File: src/rtl/knight_uart_pkg.sv
// Shared types and defaults for the knight remote-command UART link.
package knight_uart_pkg;

  typedef enum logic {HI, LO} asm_state_t;

  typedef enum logic [1:0] {IDLE, START, DATA, STOP} uart_state_t;

  localparam int         DFLT_BAUD_DIV = 2604;
  localparam logic [7:0] POS_ACK       = 8'hA5;

endpackage

File: src/rtl/uart_rx_byte.sv
// UART byte receiver: 2-flop sync, mid-bit sampling, byte_vld/frm_err decided at the stop sample.
// Latency: byte_vld is combinational in the stop-sample cycle; no backpressure, a byte not taken is lost.
module uart_rx_byte
  import knight_uart_pkg::*;
#(
  parameter int BAUD_DIV = DFLT_BAUD_DIV
) (
  input  logic       clk,
  input  logic       rst,
  input  logic       rx,
  output logic [7:0] byte_dat,
  output logic       byte_vld,
  output logic       frm_err,
  output logic       busy
);

  localparam int            CW       = $clog2(BAUD_DIV);
  localparam logic [CW-1:0] BIT_END  = CW'(BAUD_DIV - 1);
  localparam logic [CW-1:0] HALF_END = CW'(BAUD_DIV / 2 - 1);

  logic          rx_s1, rx_s2, rx_prev;
  uart_state_t   state, state_nxt;
  logic [CW-1:0] cnt, cnt_nxt;
  logic [2:0]    idx, idx_nxt;
  logic [7:0]    shift, shift_nxt;

  always_ff @(posedge clk or posedge rst) begin
    if (rst) begin
      rx_s1   <= 1'b1;
      rx_s2   <= 1'b1;
      rx_prev <= 1'b1;
    end else begin
      rx_s1   <= rx;
      rx_s2   <= rx_s1;
      rx_prev <= rx_s2;
    end
  end

  always_ff @(posedge clk or posedge rst) begin
    if (rst) begin
      state <= IDLE;
      cnt   <= '0;
      idx   <= '0;
      shift <= '0;
    end else begin
      state <= state_nxt;
      cnt   <= cnt_nxt;
      idx   <= idx_nxt;
      shift <= shift_nxt;
    end
  end

  always_comb begin
    state_nxt = state;
    cnt_nxt   = cnt;
    idx_nxt   = idx;
    shift_nxt = shift;
    byte_vld  = 1'b0;
    frm_err   = 1'b0;
    case (state)
      IDLE: begin
        if (rx_prev && !rx_s2) begin
          state_nxt = START;
          cnt_nxt   = '0;
        end
      end
      START: begin
        // A line that is high again at mid start-bit was a glitch, not a frame.
        if (cnt == HALF_END) begin
          cnt_nxt   = '0;
          idx_nxt   = '0;
          state_nxt = rx_s2 ? IDLE : DATA;
        end else begin
          cnt_nxt = cnt + 1'b1;
        end
      end
      DATA: begin
        if (cnt == BIT_END) begin
          cnt_nxt   = '0;
          shift_nxt = {rx_s2, shift[7:1]};
          idx_nxt   = idx + 3'd1;
          if (idx == 3'd7) state_nxt = STOP;
        end else begin
          cnt_nxt = cnt + 1'b1;
        end
      end
      STOP: begin
        if (cnt == BIT_END) begin
          state_nxt = IDLE;
          byte_vld  = rx_s2;
          frm_err   = !rx_s2;
        end else begin
          cnt_nxt = cnt + 1'b1;
        end
      end
      default: state_nxt = IDLE;
    endcase
  end

  assign busy     = (state != IDLE);
  assign byte_dat = shift;

endmodule

File: src/rtl/knight_cmd_uart.sv
// Remote command link: two RX bytes (hi, lo) -> 16-bit cmd; one 8-bit response serialized on TX.
// cmd_rdy one clk after the low byte's stop sample; no backpressure (overrun flags ovr_err, busy TX ignores send_resp).
module knight_cmd_uart
  import knight_uart_pkg::*;
#(
  parameter int BAUD_DIV = DFLT_BAUD_DIV,
  parameter int BYTE_TMO = 20
) (
  input  logic        clk,
  input  logic        rst,
  input  logic        RX,
  output logic        TX,
  output logic [15:0] cmd,
  output logic        cmd_rdy,
  input  logic        clr_cmd_rdy,
  input  logic [7:0]  resp,
  input  logic        send_resp,
  output logic        resp_sent,
  output logic        frm_err,
  output logic        ovr_err
);

  localparam int            CW      = $clog2(BAUD_DIV);
  localparam int            TMO_LIM = BYTE_TMO * BAUD_DIV;
  localparam int            TW      = $clog2(TMO_LIM + 1);
  localparam logic [CW-1:0] BIT_END = CW'(BAUD_DIV - 1);
  localparam logic [TW-1:0] TMO_END = TW'(TMO_LIM - 1);

  logic [7:0] rx_dat;
  logic       rx_vld, rx_frm_err, rx_busy;

  uart_rx_byte #(.BAUD_DIV(BAUD_DIV)) u_rx (
    .clk      (clk),
    .rst      (rst),
    .rx       (RX),
    .byte_dat (rx_dat),
    .byte_vld (rx_vld),
    .frm_err  (rx_frm_err),
    .busy     (rx_busy)
  );

  asm_state_t    asm_state, asm_nxt;
  logic [7:0]    hi_reg;
  logic [TW-1:0] tmo_cnt;
  logic          load_hi, complete, tmo_hit;

  always_comb begin
    asm_nxt  = asm_state;
    load_hi  = 1'b0;
    complete = 1'b0;
    tmo_hit  = !rx_busy && (tmo_cnt == TMO_END);
    case (asm_state)
      HI: begin
        if (rx_vld) begin
          load_hi = 1'b1;
          asm_nxt = LO;
        end
      end
      LO: begin
        if (rx_vld) begin
          complete = 1'b1;
          asm_nxt  = HI;
        end else if (rx_frm_err || tmo_hit) begin
          asm_nxt = HI;
        end
      end
      default: asm_nxt = HI;
    endcase
  end

  // Timeout only counts idle line time; a low byte in flight is never cut off.
  always_ff @(posedge clk or posedge rst) begin
    if (rst) begin
      asm_state <= HI;
      hi_reg    <= '0;
      tmo_cnt   <= '0;
      cmd       <= '0;
      cmd_rdy   <= 1'b0;
      frm_err   <= 1'b0;
      ovr_err   <= 1'b0;
    end else begin
      asm_state <= asm_nxt;
      frm_err   <= rx_frm_err;
      ovr_err   <= complete && cmd_rdy;
      if (load_hi) hi_reg <= rx_dat;
      if (load_hi)
        tmo_cnt <= '0;
      else if (asm_state == LO && !rx_busy)
        tmo_cnt <= tmo_cnt + 1'b1;
      if (complete) cmd <= {hi_reg, rx_dat};
      if (complete)
        cmd_rdy <= 1'b1;
      else if (clr_cmd_rdy)
        cmd_rdy <= 1'b0;
    end
  end

  uart_state_t   tx_state, tx_state_nxt;
  logic [CW-1:0] tx_cnt, tx_cnt_nxt;
  logic [2:0]    tx_idx, tx_idx_nxt;
  logic [7:0]    tx_shift, tx_shift_nxt;
  logic          tx_nxt, sent_nxt;

  always_comb begin
    tx_state_nxt = tx_state;
    tx_cnt_nxt   = tx_cnt;
    tx_idx_nxt   = tx_idx;
    tx_shift_nxt = tx_shift;
    tx_nxt       = TX;
    sent_nxt     = 1'b0;
    case (tx_state)
      IDLE: begin
        if (send_resp) begin
          tx_shift_nxt = resp;
          tx_cnt_nxt   = '0;
          tx_nxt       = 1'b0;
          tx_state_nxt = START;
        end
      end
      START: begin
        if (tx_cnt == BIT_END) begin
          tx_cnt_nxt   = '0;
          tx_idx_nxt   = '0;
          tx_nxt       = tx_shift[0];
          tx_state_nxt = DATA;
        end else begin
          tx_cnt_nxt = tx_cnt + 1'b1;
        end
      end
      DATA: begin
        if (tx_cnt == BIT_END) begin
          tx_cnt_nxt   = '0;
          tx_shift_nxt = {1'b1, tx_shift[7:1]};
          tx_idx_nxt   = tx_idx + 3'd1;
          if (tx_idx == 3'd7) begin
            tx_nxt       = 1'b1;
            tx_state_nxt = STOP;
          end else begin
            tx_nxt = tx_shift[1];
          end
        end else begin
          tx_cnt_nxt = tx_cnt + 1'b1;
        end
      end
      STOP: begin
        if (tx_cnt == BIT_END) begin
          tx_state_nxt = IDLE;
          sent_nxt     = 1'b1;
        end else begin
          tx_cnt_nxt = tx_cnt + 1'b1;
        end
      end
      default: tx_state_nxt = IDLE;
    endcase
  end

  always_ff @(posedge clk or posedge rst) begin
    if (rst) begin
      tx_state  <= IDLE;
      tx_cnt    <= '0;
      tx_idx    <= '0;
      tx_shift  <= '0;
      TX        <= 1'b1;
      resp_sent <= 1'b0;
    end else begin
      tx_state  <= tx_state_nxt;
      tx_cnt    <= tx_cnt_nxt;
      tx_idx    <= tx_idx_nxt;
      tx_shift  <= tx_shift_nxt;
      TX        <= tx_nxt;
      resp_sent <= sent_nxt;
    end
  end

endmodule

File: config.mk
export PLATFORM = sky130hd
export DESIGN_NAME = knight_cmd_uart
export DESIGN_NICKNAME = d
export VERILOG_FILES = /design/src/rtl/knight_uart_pkg.sv /design/src/rtl/uart_rx_byte.sv /design/src/rtl/knight_cmd_uart.sv
export SDC_FILE = /design/constraint.sdc
export NUM_CORES = 1
export LEC_CHECK = 0
export ABC_AREA = 1
export CAP_MARGIN = 10
export CORE_ASPECT_RATIO = 0.8
export CORE_MARGIN = 10
export CORE_UTILIZATION = 60
export CTS_BUF_LIST = sky130_fd_sc_hd__clkbuf_4 sky130_fd_sc_hd__clkbuf_8
export DETAILED_ROUTE_END_ITERATION = 8
export PLACE_DENSITY = 0.85
export SYNTH_ARGS = -nofsm -noshare
export SYNTH_HDL_FRONTEND = slang
export SYNTH_HIERARCHICAL = 1
export SYNTH_SLANG_ARGS = --single-unit
File: constraint.sdc
create_clock -name clk -period 3.1 [get_ports clk]
set_input_delay 0.465 -clock clk [delete_from_list [all_inputs] [get_ports clk]]
set_output_delay 0.465 -clock clk [all_outputs]
set_load 0.02 [all_outputs]
==> flow_summary.ini, run 1 <==
[cts]
cts_tree = built
clk_pin_slew_worst_paths_ns = 0.09
cts_max_level = 3
post_cts_buffers = 0
clock_path_buffers = 2
root_buffer = clkbuf_8
numCtsBuffers = 9
cts_resized = 0
cts_sinks = 99
clk_latency_ns = 0.37
ctsHoldBuffers = 0

[sta]
timing.slew.headroom = 0.615
worst_clock_skew_ns = 0.00871
max_freq_mhz = 463
tns_ns = 0
hold_viol = 0
min_period_ns = 2.16
rsz0062_at_grt = false
slew_violations = 0
timing.final.crit_share = 0.696
setup_violations = 0
worst_pin_slew_ns = 0.577

[yosys]
yosysTopAreaCell = dfrtp_1
synth_area_leaders = dfrtp_1, nand2_1, inv_1
syn_inst = 667
synth_area_per_cell_sq_um = 8.12
synth_ff_type = dfrtp_1
synth_cell_types = 46
yosys_warnings = 6
synth_nets = 693
ys_seq_area_frac = 0.458
yosysMostFrequentCell = nand2_1
synthArstFlopShare = 1.00
synth_commonest_cells = nand2_1, dfrtp_1, inv_1
synth_enable_flop_cells = 0
ys_ff_latch = 99
synth_area_sq_mm = 0.00542
synth_top_area_frac = 0.439

[final_layout]
drive_above_1_share = 0.129
diodes = 0
nets = 726
syn2layout_area_growth_pct = 11.0
finalNonFillerCells = 817
multi_input_area_sq_mm = 0.00250
top_regs = cmd (16), tmo_cnt (16)
n_fill_cell = 652
seqCellArea_sq_mm = 0.00248

[setup_path]
r2r_cells = 6
cp_max_fo = 16
critPathTopFamily = compound AO/OA/AOI/OAI gates
end_kind = flip-flop
arrival_ns = 2.46
crit_top_cell = inv_1
required_ns = 3.40
cp-endpoint = tx_shift[5]
crit_type = reg -> reg
critPathBufInv = 2
worstReg2RegEnd = tx_shift[5]
r2r_slack_ns = 0.94
path_cells = inv_1, ha_1, inv_1, o21ai_4, nand2_1, o21ai_2
crit_cells = 6
critical-path-max-stage-delay_ns = 0.54
r2r_start = tx_state[0]
startpoint = tx_state[0]
crit_slowest_cell = ha_1
start_kind = flip-flop

[drt]
first_pass_iters = 5
totalWireLength_mm = 11.9
vias_per_cell = 5.59
via_count = 4563
drtAntennaViolNets = 0
drcViolationCount = 0
wl_per_cell_microns = 14.6
drt_iter0_markers = 353

[die]
die_h_microns = 105
start_util = 0.627
core-area_sq_mm = 0.00863
ios = 34
dieArea_sq_mm = 0.0132
die_w_microns = 126
rows = 30

[grt]
grt_pass1_wl_mm = 20.5
grt_max_degree = 53
globalRoute.totalOverflow = 0
first_global_vias = 4354
grt_usage = 0.181
grt_antenna_before_repair = 0

[worst_hold_path]
min_path_type = reg -> reg
min_path_cells = 0

[placed_design]
place.gp.congestion = 0.973
portBuffers = 33
hpwl_mm = 8.85
dp.cells = 801

[power_and_ir_drop]
powerDensity_mw_per_mm2 = 569
cellLeakagePower_nw = 2.83
max-vdd-ir-drop_mv = 0.419

[job]
drv_cap = 0

[outcome]
status = finished clean
## how the worst min path moves through the flow
stage	startpoint	end	slack [ns]
finish	u_rx/rx_s1	u_rx/rx_s2	0.37
global placement	u_rx/rx_s1	u_rx/rx_s2	0.35
global route	u_rx/rx_s1	u_rx/rx_s2	0.38
detailed placement	u_rx/rx_s1	u_rx/rx_s2	0.36
CTS	u_rx/rx_s1	u_rx/rx_s2	0.37
floorplan	u_rx/rx_s1	u_rx/rx_s2	0.35
## cell families (layout without fill, tap and decap cells)
family | count (synthesis) | in the layout | share of synthesized area
AOI/OAI and AO/OA | 90 | 90 | 0.103
xor gates and xnor gates | 4 | 4 | 0.00647
adders and majority gates | 13 | 13 | 0.0300
buffers and inverters | 100 | 138 | 0.0806
DFF | 99 | 99 | 0.458
muxes | 15 | 15 | 0.0298
and+or+nand+nor | 346 | 346 | 0.291
## metal layers
layer,vias up,part of all wire,GRT usage
met1,2175,0.45,0.235
met2,131,0.48,0.297
met5,-,0,0
met3,15,0.053,0.0475
li1,2242,-,-
met4,0,0.0095,0.0390
## through the flow
step                 util  power (mW)  setup slack [ns]  hold slack (ns)  instance area (sq um)
detailed placement  0.674        2.62             0.962            0.358                   5820
CTS                 0.696        3.43             0.932            0.370                   6010
global route        0.696        3.65             0.737            0.378                   6010
global placement    0.674        2.56              1.07            0.348                   5820
floorplan               -        2.43             0.840            0.345                   5420
finish              0.696        3.42             0.942            0.365                   6010
## area by class of cell
type                    instances  share of cell area
clock inverters                 4             0.00520
repair buffers                 37              0.0620
well taps                     112              0.0233
flip-flops and latches         99               0.413
multi-input cells             468               0.415
clock buffers                  12              0.0275
inverters                      85              0.0539
## cells in the final DEF (no fill, tap or decap), types with 13 or more instances in the layout
cell type,netlist,routed
a21oi_1,13,13
clkdlybuf4s50_1,0,33
dfrtp_1,95,95
ha_1,13,13
inv_1,73,72
nand2_1,187,187
nand3_1,44,44
nand4_1,18,18
nor2_1,47,47
nor3_1,13,13
o21ai_0,42,42
## worst reg2reg max path, cell delays in order, from the launching register on
cell and delay (ns):
dfrtp_1 0.43, inv_1 0.12, ha_1 0.54, inv_1 0.26, o21ai_4 0.51, nand2_1 0.15, o21ai_2 0.08
## power by group
group	internal [mW]	leakage, nW	total (mW)	switching, mW
Clock	0.364	0.103	0.813	0.449
Sequential	1.42	1.35	1.53	0.115
Combinational	0.330	1.38	1.08	0.747
Total	2.11	2.83	3.42	1.31
(Power assumes the default switching activity.)
==> inputs of run 2 (changes only) <==
--- a/config.mk
+++ b/config.mk
@@ -9,10 +9,10 @@
 export CAP_MARGIN = 10
 export CORE_ASPECT_RATIO = 0.8
 export CORE_MARGIN = 10
-export CORE_UTILIZATION = 60
+export CORE_UTILIZATION = 56
 export CTS_BUF_LIST = sky130_fd_sc_hd__clkbuf_4 sky130_fd_sc_hd__clkbuf_8
 export DETAILED_ROUTE_END_ITERATION = 8
-export PLACE_DENSITY = 0.85
+export PLACE_DENSITY = 0.83
 export SYNTH_ARGS = -nofsm -noshare
 export SYNTH_HDL_FRONTEND = slang
 export SYNTH_HIERARCHICAL = 1
==> constraint.sdc (replaced) <==
create_clock -name clk -period 1.8 [get_ports clk]
set_input_delay 0.27 -clock clk [delete_from_list [all_inputs] [get_ports clk]]
set_output_delay 0.27 -clock clk [all_outputs]
set_load 0.02 [all_outputs]
==> run 2 against run 1 <==
Effect of this change: the run now ends with negative setup slack left; die area grew 5.9%; global-route usage grew 0.48 points; setup slack lost 1.0 ns; critical endpoint is now tmo_cnt[5].
==> flow_summary.ini, run 2 (synthesis results as in run 1) <==
[power_and_ir_drop]
p_sw_mw = 2.46
powerDensity_mw_per_mm2 = 968
cellLeakagePower_nw = 3.07
pwr-share-seq = 0.418
internal-power_mw = 3.78
swShare = 0.395
pwr-share-comb = 0.357
max-vdd-ir-drop_mv = 0.748
p_clk_frac = 0.226

[sta]
worst_clock_skew_ns = 0.0116
max_freq_mhz = 537
min_period_ns = 1.86
timing.final.crit_share = 1.03
worst_pin_slew_ns = 0.384
tns_ns = -0.259
whs_ns = 0.278
setup_ws_ns = -0.0617
rsz0062_at_grt = true
hold_viol = 0
timing.slew.headroom = 0.741
setup_violations = 9
slew_violations = 0

[outcome]
violations = negative setup slack
status = finished, violations left

[setup_path]
end_kind = flip-flop
critPathTopFamily = simple AND/OR/NAND/NOR gates
cp_max_fo = 7
path_cells = nor2_2, inv_1, nor2_4, inv_1, nor2_1, nand3_1, o21ai_0, a21oi_1
crit_type = reg -> reg
r2r_cells = 8
r2r_slack_ns = -0.06
crit_slowest_cell = dfrtp_2
crit_top_cell = inv_1
start_kind = flip-flop
critical-path-max-stage-delay_ns = 0.47
arrival_ns = 2.13
crit_cells = 8
required_ns = 2.07
critPathBufInv = 2

[die]
die_w_microns = 130
core-area_sq_mm = 0.00953
rows = 32
die_h_microns = 108
start_util = 0.568
dieArea_sq_mm = 0.0140
ios = 34

[drt]
drt_iter0_markers = 332
drcViolationCount = 0
via_count = 4779
vias_per_cell = 5.55
wl_per_cell_microns = 15.4
first_pass_iters = 5
drtAntennaViolNets = 0
totalWireLength_mm = 13.2

[grt]
grt_busiest_layer = met2
use_met2 = 0.306
first_global_vias = 4526
grt_usage = 0.186
globalRoute.totalOverflow = 0
grt_pass1_wl_mm = 21.2
use_met3 = 0.0489
use_met1 = 0.235
grt_max_degree = 72
grt_antenna_before_repair = 0

[cts]
root_buffer = clkbuf_8
cts_max_level = 3
clock_path_buffers = 2
ctsHoldBuffers = 0
clk_pin_slew_worst_paths_ns = 0.11
clk_latency_ns = 0.38
cts_tree = built
numCtsBuffers = 9
cts_sinks = 99

[placed_design]
portBuffers = 33
place.gp.congestion = 0.950
hpwl_mm = 9.37
dpl_worst_slack_ns = -0.0135

[worst_hold_path]
min_path_cells = 1
min_path_type = in -> reg

[final_layout]
nets = 763
layout_common_cells = nand2_1, dfrtp_1, inv_1
top_regs = cmd (16), tmo_cnt (16)
layout_commonest_cell = nand2_1
fin_util = 0.677
n_fill_cell = 759
drive_above_1_share = 0.199
syn2layout_area_growth_pct = 19.1
diodes = 0

[job]
drv_cap = 0
==> run 2: cell count changes in the layout (fill, tap and decap cells not counted), sizes merged <==
cell           previous run  this run
buf                       4        39
clkinvlp                  0         2
dlygate4sd2               0         1
clkbuf                   12        11
inv                      86        87
clkdlybuf4s50            33        32
==> run 2: layout make-up <==
class	instances	area, sq um	area share
multi-input cells	468	2580	0.400
flip-flops and latches	99	2480	0.385
repair buffers	74	713	0.111
inverters	85	328	0.0508
well taps	119	149	0.0231
clock buffers	9	124	0.0192
clock inverters	7	70.1	0.0109
==> run 2: worst paths after layout <==
| kind | from | endpoint |
|---|---|---|
| max | u_rx/state[0] | tmo_cnt[5] |
| min | RX | u_rx/rx_s1 |
| max reg2reg | u_rx/state[0] | tmo_cnt[5] |
| min reg2reg | u_rx/rx_s1 | u_rx/rx_s2 |
| max in group asynchronous | rst | u_rx/rx_s2 |
| min in group asynchronous | rst | u_rx/cnt[1] |
==> run 2: timing repair <==
| action | in CTS | in global routing |
|---|---|---|
| gates cloned | 0 | 2 |
| pin swaps | 1 | 8 |
| buffers inserted | 0 | 7 |
| endpoints found under the hold margin | 0 | 0 |
| gates resized for setup | 1 | 27 |
| setup endpoints to repair | 10 | 61 |
==> run 2: routing by layer <==
layer,up-vias,routed length (microns)
met5,-,0
met1,2283,5730
met2,168,6550
li1,2307,-
met3,21,758
met4,0,194
==> run 2: through the flow <==
stage                     instance area, sq um  power [mW]  cells
after detailed placement                  6090        4.73    836
after global routing                      6450        6.66    861
after CTS                                 6280        6.14    852
after global placement                    6090        4.63    836
final                                     6450        6.24    861
after floorplan                           5450        4.20    667
==> run 2: power by group through the flow <==
stage	Clock [mW]	Combinational (mW)	Sequential, mW
floorplan	0	1.58	2.63
finish	1.41	2.23	2.61
global route	1.53	2.48	2.64
CTS	1.44	2.11	2.60
detailed placement	0	2.10	2.64
global placement	0	2.01	2.62
==> inputs of run 3 (changes only) <==
--- a/config.mk
+++ b/config.mk
@@ -13,6 +13,7 @@
 export CTS_BUF_LIST = sky130_fd_sc_hd__clkbuf_4 sky130_fd_sc_hd__clkbuf_8
 export DETAILED_ROUTE_END_ITERATION = 8
 export PLACE_DENSITY = 0.83
+export SKIP_CTS_REPAIR_TIMING = 1
 export SYNTH_ARGS = -nofsm -noshare
 export SYNTH_HDL_FRONTEND = slang
 export SYNTH_HIERARCHICAL = 1
==> run 3 against run 2 <==
Effect of this change: the run still ends with negative setup slack left; die area unchanged; clock skew hardly changed; hold slack improved by 0.0028 ns; clock power about the same; register-to-register slack barely moved; total power barely moved; non-clock buffer count unchanged; clock-buffer cell count unchanged; setup slack lost 0.0080 ns; combinational power is essentially flat; routed wire length decreased by 0.45%; global-route usage stayed put; highest routed layer unchanged.
==> flow_summary.ini, run 3 (synthesis results as in run 1) <==
[sta]
slew_violations = 0
worst_pin_slew_ns = 0.413
min_period_ns = 1.87
setup_violations = 2
rsz0062_at_grt = true
whs_ns = 0.281
max_freq_mhz = 535
hold_viol = 0
timing.final.crit_share = 1.04
timing.slew.headroom = 0.724
worst_clock_skew_ns = 0.0118
setup_ws_ns = -0.0697

[cts]
clk_pin_slew_worst_paths_ns = 0.11
clk_latency_ns = 0.38
root_buffer = clkbuf_8
cts_max_level = 3
clock_path_buffers = 2
cts_tree = built
numCtsBuffers = 9
cts_sinks = 99

[final_layout]
drive_above_1_share = 0.198
syn2layout_area_growth_pct = 19.2
diodes = 0
nets = 763
layout_commonest_cell = nand2_1
fin_util = 0.677
layout_common_cells = nand2_1, dfrtp_1, inv_1
n_fill_cell = 760
top_regs = cmd (16), tmo_cnt (16)

[die]
ios = 34
die_w_microns = 130
dieArea_sq_mm = 0.0140
die_h_microns = 108
rows = 32
core-area_sq_mm = 0.00953
start_util = 0.568

[worst_hold_path]
min_path_type = in -> reg
min_from = RX
min_to = u_rx/rx_s1
min_path_cells = 1

[drt]
via_count = 4773
drcViolationCount = 0
wl_per_cell_microns = 15.3
drt_iter0_markers = 333
totalWireLength_mm = 13.2
first_pass_iters = 5
drtAntennaViolNets = 0
vias_per_cell = 5.54

[setup_path]
r2r_cells = 8
end_kind = flip-flop
crit_type = reg -> reg
arrival_ns = 2.13
required_ns = 2.06
r2r_start = u_rx/state[0]
start_kind = flip-flop
r2r_slack_ns = -0.07
worstReg2RegEnd = tmo_cnt[5]
cp_max_fo = 7

[outcome]
violations = negative setup slack
status = finished, violations left

[grt]
grt_antenna_before_repair = 0
first_global_vias = 4526
grt_max_degree = 72
grt_usage = 0.186
globalRoute.totalOverflow = 0
grt_pass1_wl_mm = 21.2

[placed_design]
portBuffers = 33
hpwl_mm = 9.37
dpl_worst_slack_ns = -0.0135
place.gp.congestion = 0.950

[power_and_ir_drop]
powerDensity_mw_per_mm2 = 967
max-vdd-ir-drop_mv = 0.746
cellLeakagePower_nw = 3.09

[job]
drv_cap = 0
## run 3: final cells by class
cell class | count | area (sq um) | share of cell area
well taps | 119 | 149 | 0.0231
inverters | 85 | 328 | 0.0508
clock inverters | 7 | 70.1 | 0.0109
repair buffers | 74 | 721 | 0.112
flip-flops and latches | 99 | 2480 | 0.385
clock buffers | 9 | 124 | 0.0192
multi-input cells | 468 | 2580 | 0.399
## run 3: metrics by stage
step | instance area [sq um] | TNS (ns) | power [mW] | std cells
5_1_grt | 6450 | -0.853 | 6.66 | 861
2_1_floorplan | 5450 | 0 | 4.20 | 667
3_5_place_dp | 6090 | -0.0466 | 4.73 | 836
6_report | 6450 | -0.0701 | 6.24 | 861
4_1_cts | 6280 | -0.262 | 6.15 | 852
3_3_place_gp | 6090 | 0 | 4.63 | 836
## run 3: report_power, final
part | internal, mW | switching (mW)
logic | 0.799 | 1.44
clock network | 0.541 | 0.861
registers | 2.44 | 0.162
total | 3.78 | 2.46
## run 3: worst max path at each step
stage	startpoint	end	cells past startpoint
after floorplan	u_rx/cnt[0]	cmd[8]	8
after global placement	u_rx/cnt[1]	cmd[15]	8
after detailed placement	u_rx/cnt[1]	cmd[13]	8
after CTS	u_rx/cnt[1]	cmd[13]	8
after global routing	u_rx/state[0]	tmo_cnt[5]	8
final	u_rx/state[0]	tmo_cnt[5]	8
## run 3: critical path: stages (launching register included)
cell,delay [ns]
dfrtp_2,0.47
nor2_2,0.16
inv_1,0.10
nor2_4,0.14
inv_1,0.11
nor2_1,0.25
nand3_1,0.16
o21ai_0,0.28
a21oi_1,0.07
## run 3: metal layers
layer | track usage | part of all wire | wire (microns)
met1 | 0.235 | 0.43 | 5630
met2 | 0.306 | 0.49 | 6510
met3 | 0.0489 | 0.063 | 827
met4 | 0.0577 | 0.016 | 211
met5 | 0 | 0 | 0
